`config.mk`:
```
export PLATFORM = sky130hd
export DESIGN_NAME = shift_reg_univ
export DESIGN_NICKNAME = d
export VERILOG_FILES = /design/src/rtl/shift_reg_univ.sv
export SDC_FILE = /design/constraint.sdc
export NUM_CORES = 1
export LEC_CHECK = 0
export ABC_AREA = 0
export BUFFER_PORTS_ARGS = -buffer_cell sky130_fd_sc_hd__clkbuf_2
export CAP_MARGIN = 10
export CORE_UTILIZATION = 35
export DETAILED_ROUTE_END_ITERATION = 12
export HOLD_SLACK_MARGIN = 0.02
export PLACE_DENSITY = 0.63
export RECOVER_POWER = 100
export SYNTH_ARGS = -nofsm -noshare
export SYNTH_HDL_FRONTEND = slang
export SYNTH_SLANG_ARGS = --single-unit
```
`constraint.sdc`:
```
create_clock -name clk -period 2.1 [get_ports clk]
set_input_delay 0 -clock clk [delete_from_list [all_inputs] [get_ports clk]]
set_output_delay 0 -clock clk [all_outputs]
set_load 0.05 [all_outputs]
```
`src/rtl/shift_reg_univ.sv`:
```
// Parametrised universal shift register: four shift modes, serial in/out, single step and counted burst.
// Optional build macro SHIFT_ARITH_EN turns mode 11 into arithmetic shift right instead of rotate right.
module shift_reg_univ #(
  parameter int WIDTH = 8,
  parameter int CNT_W = 4
) (
  input  logic             clk,
  input  logic             rst_n,
  input  logic             load,
  input  logic [WIDTH-1:0] d,
  input  logic [1:0]       mode,
  input  logic             en,
  input  logic             sin,
  input  logic             start,
  input  logic [CNT_W-1:0] amount,
  output logic [WIDTH-1:0] q,
  output logic             sout,
  output logic             busy,
  output logic             done
);

  typedef enum logic [1:0] {IDLE, RUN, DONE} state_t;

  state_t           state_q, state_d;
  logic [WIDTH-1:0] data_q, data_d;
  logic             sout_q, sout_d;
  logic [CNT_W-1:0] cnt_q, cnt_d;
  logic [1:0]       mode_q, mode_d;
  logic [1:0]       step_mode;
  logic [WIDTH:0]   step_res;

  // Result packed as {bit shifted out, new register value}.
  function automatic logic [WIDTH:0] shift_step(input logic [WIDTH-1:0] v,
                                                input logic [1:0] m,
                                                input logic s);
    logic [WIDTH:0] r;
    case (m)
      2'b00:   r = {v[WIDTH-1], v[WIDTH-2:0], s};
      2'b01:   r = {v[0], s, v[WIDTH-1:1]};
      2'b10:   r = {v[WIDTH-1], v[WIDTH-2:0], v[WIDTH-1]};
`ifdef SHIFT_ARITH_EN
      default: r = {v[0], v[WIDTH-1], v[WIDTH-1:1]};
`else
      default: r = {v[0], v[0], v[WIDTH-1:1]};
`endif
    endcase
    return r;
  endfunction

  // A running burst keeps the mode captured at start; single steps follow the live input.
  assign step_mode = (state_q == RUN) ? mode_q : mode;
  assign step_res  = shift_step(data_q, step_mode, sin);

  always_comb begin
    state_d = state_q;
    data_d  = data_q;
    sout_d  = sout_q;
    cnt_d   = cnt_q;
    mode_d  = mode_q;
    if (load) begin
      data_d  = d;
      state_d = IDLE;
    end else begin
      case (state_q)
        IDLE: begin
          if (start) begin
            if (amount != '0) begin
              cnt_d   = amount;
              mode_d  = mode;
              state_d = RUN;
            end else begin
              state_d = DONE;
            end
          end else if (en) begin
            data_d = step_res[WIDTH-1:0];
            sout_d = step_res[WIDTH];
          end
        end
        RUN: begin
          data_d = step_res[WIDTH-1:0];
          sout_d = step_res[WIDTH];
          cnt_d  = cnt_q - {{(CNT_W-1){1'b0}}, 1'b1};
          if (cnt_q == {{(CNT_W-1){1'b0}}, 1'b1}) state_d = DONE;
        end
        DONE:    state_d = IDLE;
        default: state_d = IDLE;
      endcase
    end
  end

  always_ff @(posedge clk or negedge rst_n) begin
    if (!rst_n) begin
      state_q <= IDLE;
      data_q  <= '0;
      sout_q  <= 1'b0;
      cnt_q   <= '0;
      mode_q  <= 2'b00;
    end else begin
      state_q <= state_d;
      data_q  <= data_d;
      sout_q  <= sout_d;
      cnt_q   <= cnt_d;
      mode_q  <= mode_d;
    end
  end

  assign q    = data_q;
  assign sout = sout_q;
  assign busy = (state_q == RUN);
  assign done = (state_q == DONE);

endmodule
```
==> run summary <==
status = finished clean
first-pass GRT wire length = 4400 um
vias in the first global route = 962
initial drt markers = 28
drt wl/cell = 14.0 um
Die W = 55.8 um
Reg power frac = 42.1%
CP delay by family, top = flip-flops
Mapped Cells = 102
First-pass DRT Iterations = 4
GRT met1 Usage = 22.5%
synthesis-stage register bit count = 17
Max Root-Sink Buffers = 2
most common cell after layout, fill and taps aside = clkbuf_2
critical path class = flip-flop to flip-flop
clock network power share = 16.9%
Detailed Route WL = 2450 um
WP buf/inv = 1
synth unique cells = 32
share of cells above drive strength 1 = 20.8%
DIE AREA = 3110 um^2
placed cell area = 1200 um^2
Vias/cell = 5.49
number of synthesized flops with an enable pin = 0
total global-route track usage = 17.9%
Mapped Area = 1010 um^2
internal cell power = 644 uW
Least-Margin Pin Slew = 0.935 ns
Pwr Density = 888 nW/um^2
met2 usage = 29.1%
Crit-path slowest cell = dfrtp_1
Ys Warns = 0
Yosys top cell by area = dfrtp_1
sw power = 516 uW
Antenna Cells = 0
CP Capture Type = flip-flop
Critical Path RT = 2.28 ns
fraction of registers with async set/reset = 100%
area growth from synthesis to layout = 29.0%
fmax = 0.571 GHz
final setup violation count = 0
largest net degree at the start of global routing = 18
most frequent cells in the layout = clkbuf_2 (18), dfrtp_1 (17), clkbuf_1 (12)
non-filler instance count after layout = 175
number of remaining DRC errors = 0
syn_nets = 124
Seq/Total Area, Yosys = 42.0%
Core Box Area = 2760 um^2
grt peak-use layer = met2
io pins = 31
Fill cells = 278
design area = 1310 um^2
Syn Area/Cell = 9.92 um^2
Inserted Clock Buffers = 3
final core occ = 47.4%
Max Clock Skew = 0.00490 ns
initial antenna violation count = 0
Rel. slew slack = 37.7%
Comb power frac = 41.0%
max_cap viols = 0
Period minus WS final = 1.75 ns
grt met3 use = 5.12%
crit path DAT = 1.93 ns
dpl cells = 161
Switching Fraction = 44.5%
top post-synthesis cells by area = dfrtp_1 (42%), mux2i_1 (8.9%), a22oi_1 (5.2%), o21ai_0 (4.9%), a21oi_1 (3.5%)
root buf cell = clkbuf_4
Max Slew Vio Count = 0
CTS sink count = 17
Clk pin slew, worst setup/hold paths = 0.12 ns
CP max FO = 11
Worst path max stage delay = 0.55 ns
H-tree levels = 1
via count = 960
Yosys top cell area share = 42.0%
crit path cell chain = nand2b_4, inv_2, mux2_1, a211oi_1, o31ai_1
Antenna Violating Nets Remaining = 0
CP Launch Type = flip-flop
Clock Latency Late Sink = 0.31 ns
worst min path class = input port to flip-flop
Rows = 19
fin nets = 167
Initial Utilization = 36.7%
maximum vdd ir drop = 0.619 mV
crit share post-route = 83.4%
PortBufs = 30
CTS tree = done
die height = 55.8 um
unrepaired setup endpoints after global routing = no
GR Overflow Total = 0
Lkg Pwr = 0.000585 uW
Setup TNS = 0 ns
prevailing post-synth register cell = dfrtp_1
Placer Congestion = 0.779
detailed-placement wirelength estimate = 1810 um
Final Hold Viols = 0
## final timing paths
kind	startpoint	end	slack, ns	cells past startpoint
min in group asynchronous	rst_n	mode_q[0]	0.34	2
max in group asynchronous	rst_n	cnt_q[0]	1.19	2
setup reg to reg	state_q[0]	q[0]	0.35	5
hold reg to reg	sout	sout	0.52	2
hold / removal	d[7]	q[7]	0.03	3
setup / recovery	state_q[0]	q[0]	0.35	5
## worst register-to-register path, stage by stage, from the launching register on
cell      delay (ns)
dfrtp_1         0.55
nand2b_4        0.15
inv_2           0.17
mux2_1          0.45
a211oi_1        0.22
o31ai_1         0.10
## sequential cells by signal (all words and copies together), names as in the netlist
register and count:
cnt_q 4, mode_q 2, q 8, sout 1
state_q 2
## Yosys cell counts (2+ instances only)
| cell type | instances |
|---|---|
| nor4_1 | 3 |
| a21oi_1 | 7 |
| mux2_2 | 3 |
| nor3_1 | 2 |
| mux2i_1 | 9 |
| nor2_1 | 8 |
| o21ai_0 | 10 |
| a22oi_1 | 7 |
| a211oi_1 | 2 |
| clkbuf_1 | 2 |
| nand2_1 | 6 |
| inv_1 | 4 |
| nor2b_1 | 3 |
| ha_1 | 2 |
| dfrtp_1 | 17 |
## routing by layer
| metal | up-vias | wire, um |
|---|---|---|
| met5 | - | 0 |
| met4 | 0 | 11 |
| met3 | 2 | 121 |
| met2 | 30 | 1200 |
| met1 | 463 | 1120 |
| li1 | 465 | - |
## area by class of cell
cell class / count / area, um^2 / share of cell area [%]
Clock inverter: 1 / 7.51 / 0.575
Inverter: 5 / 18.8 / 1.44
Clock buffer: 3 / 22.5 / 1.72
Multi-Input combinational cell: 77 / 551 / 42.1
Timing Repair Buffer: 41 / 243 / 18.6
Sequential cell: 17 / 425 / 32.6
Tap cell: 31 / 38.8 / 2.97
## power groups by stage
stage          sequential (uW)  clock (uW)  combinational [uW]
6_report                   488         196                 476
5_1_grt                    502         216                 520
4_1_cts                    490         194                 490
3_5_place_dp               495           0                 475
3_3_place_gp               491           0                 468
2_1_floorplan              586           0                 251
## cell families (layout without fill, tap and decap cells)
family | Yosys count | count (layout) | synth area share (%)
AO/OA/AOI/OAI | 35 | 35 | 23.7
adder cells (fa/ha/maj) | 2 | 2 | 2.47
buffers and inverters | 8 | 50 | 3.09
flip-flops | 17 | 17 | 42.0
multiplexers | 13 | 13 | 14.5
AND/OR/NAND/NOR | 27 | 27 | 14.2
## per-stage QoR
step	total power, uW	setup WS [ns]	hold slack, ns
6_report	1160	0.349	0.0283
5_1_grt	1240	0.219	0.0210
4_1_cts	1170	0.346	0.0288
3_5_place_dp	970	0.365	-0.0379
3_3_place_gp	959	0.441	-0.0387
2_1_floorplan	837	0.377	-0.296
## timing repair
action | in CTS | in global routing
hold endpoints to repair | 26 | 0
hold buffers | 10 | 0
setup buffers | 0 | 0
gates resized for setup | 0 | 0
Power figures use the tool's default switching activity.
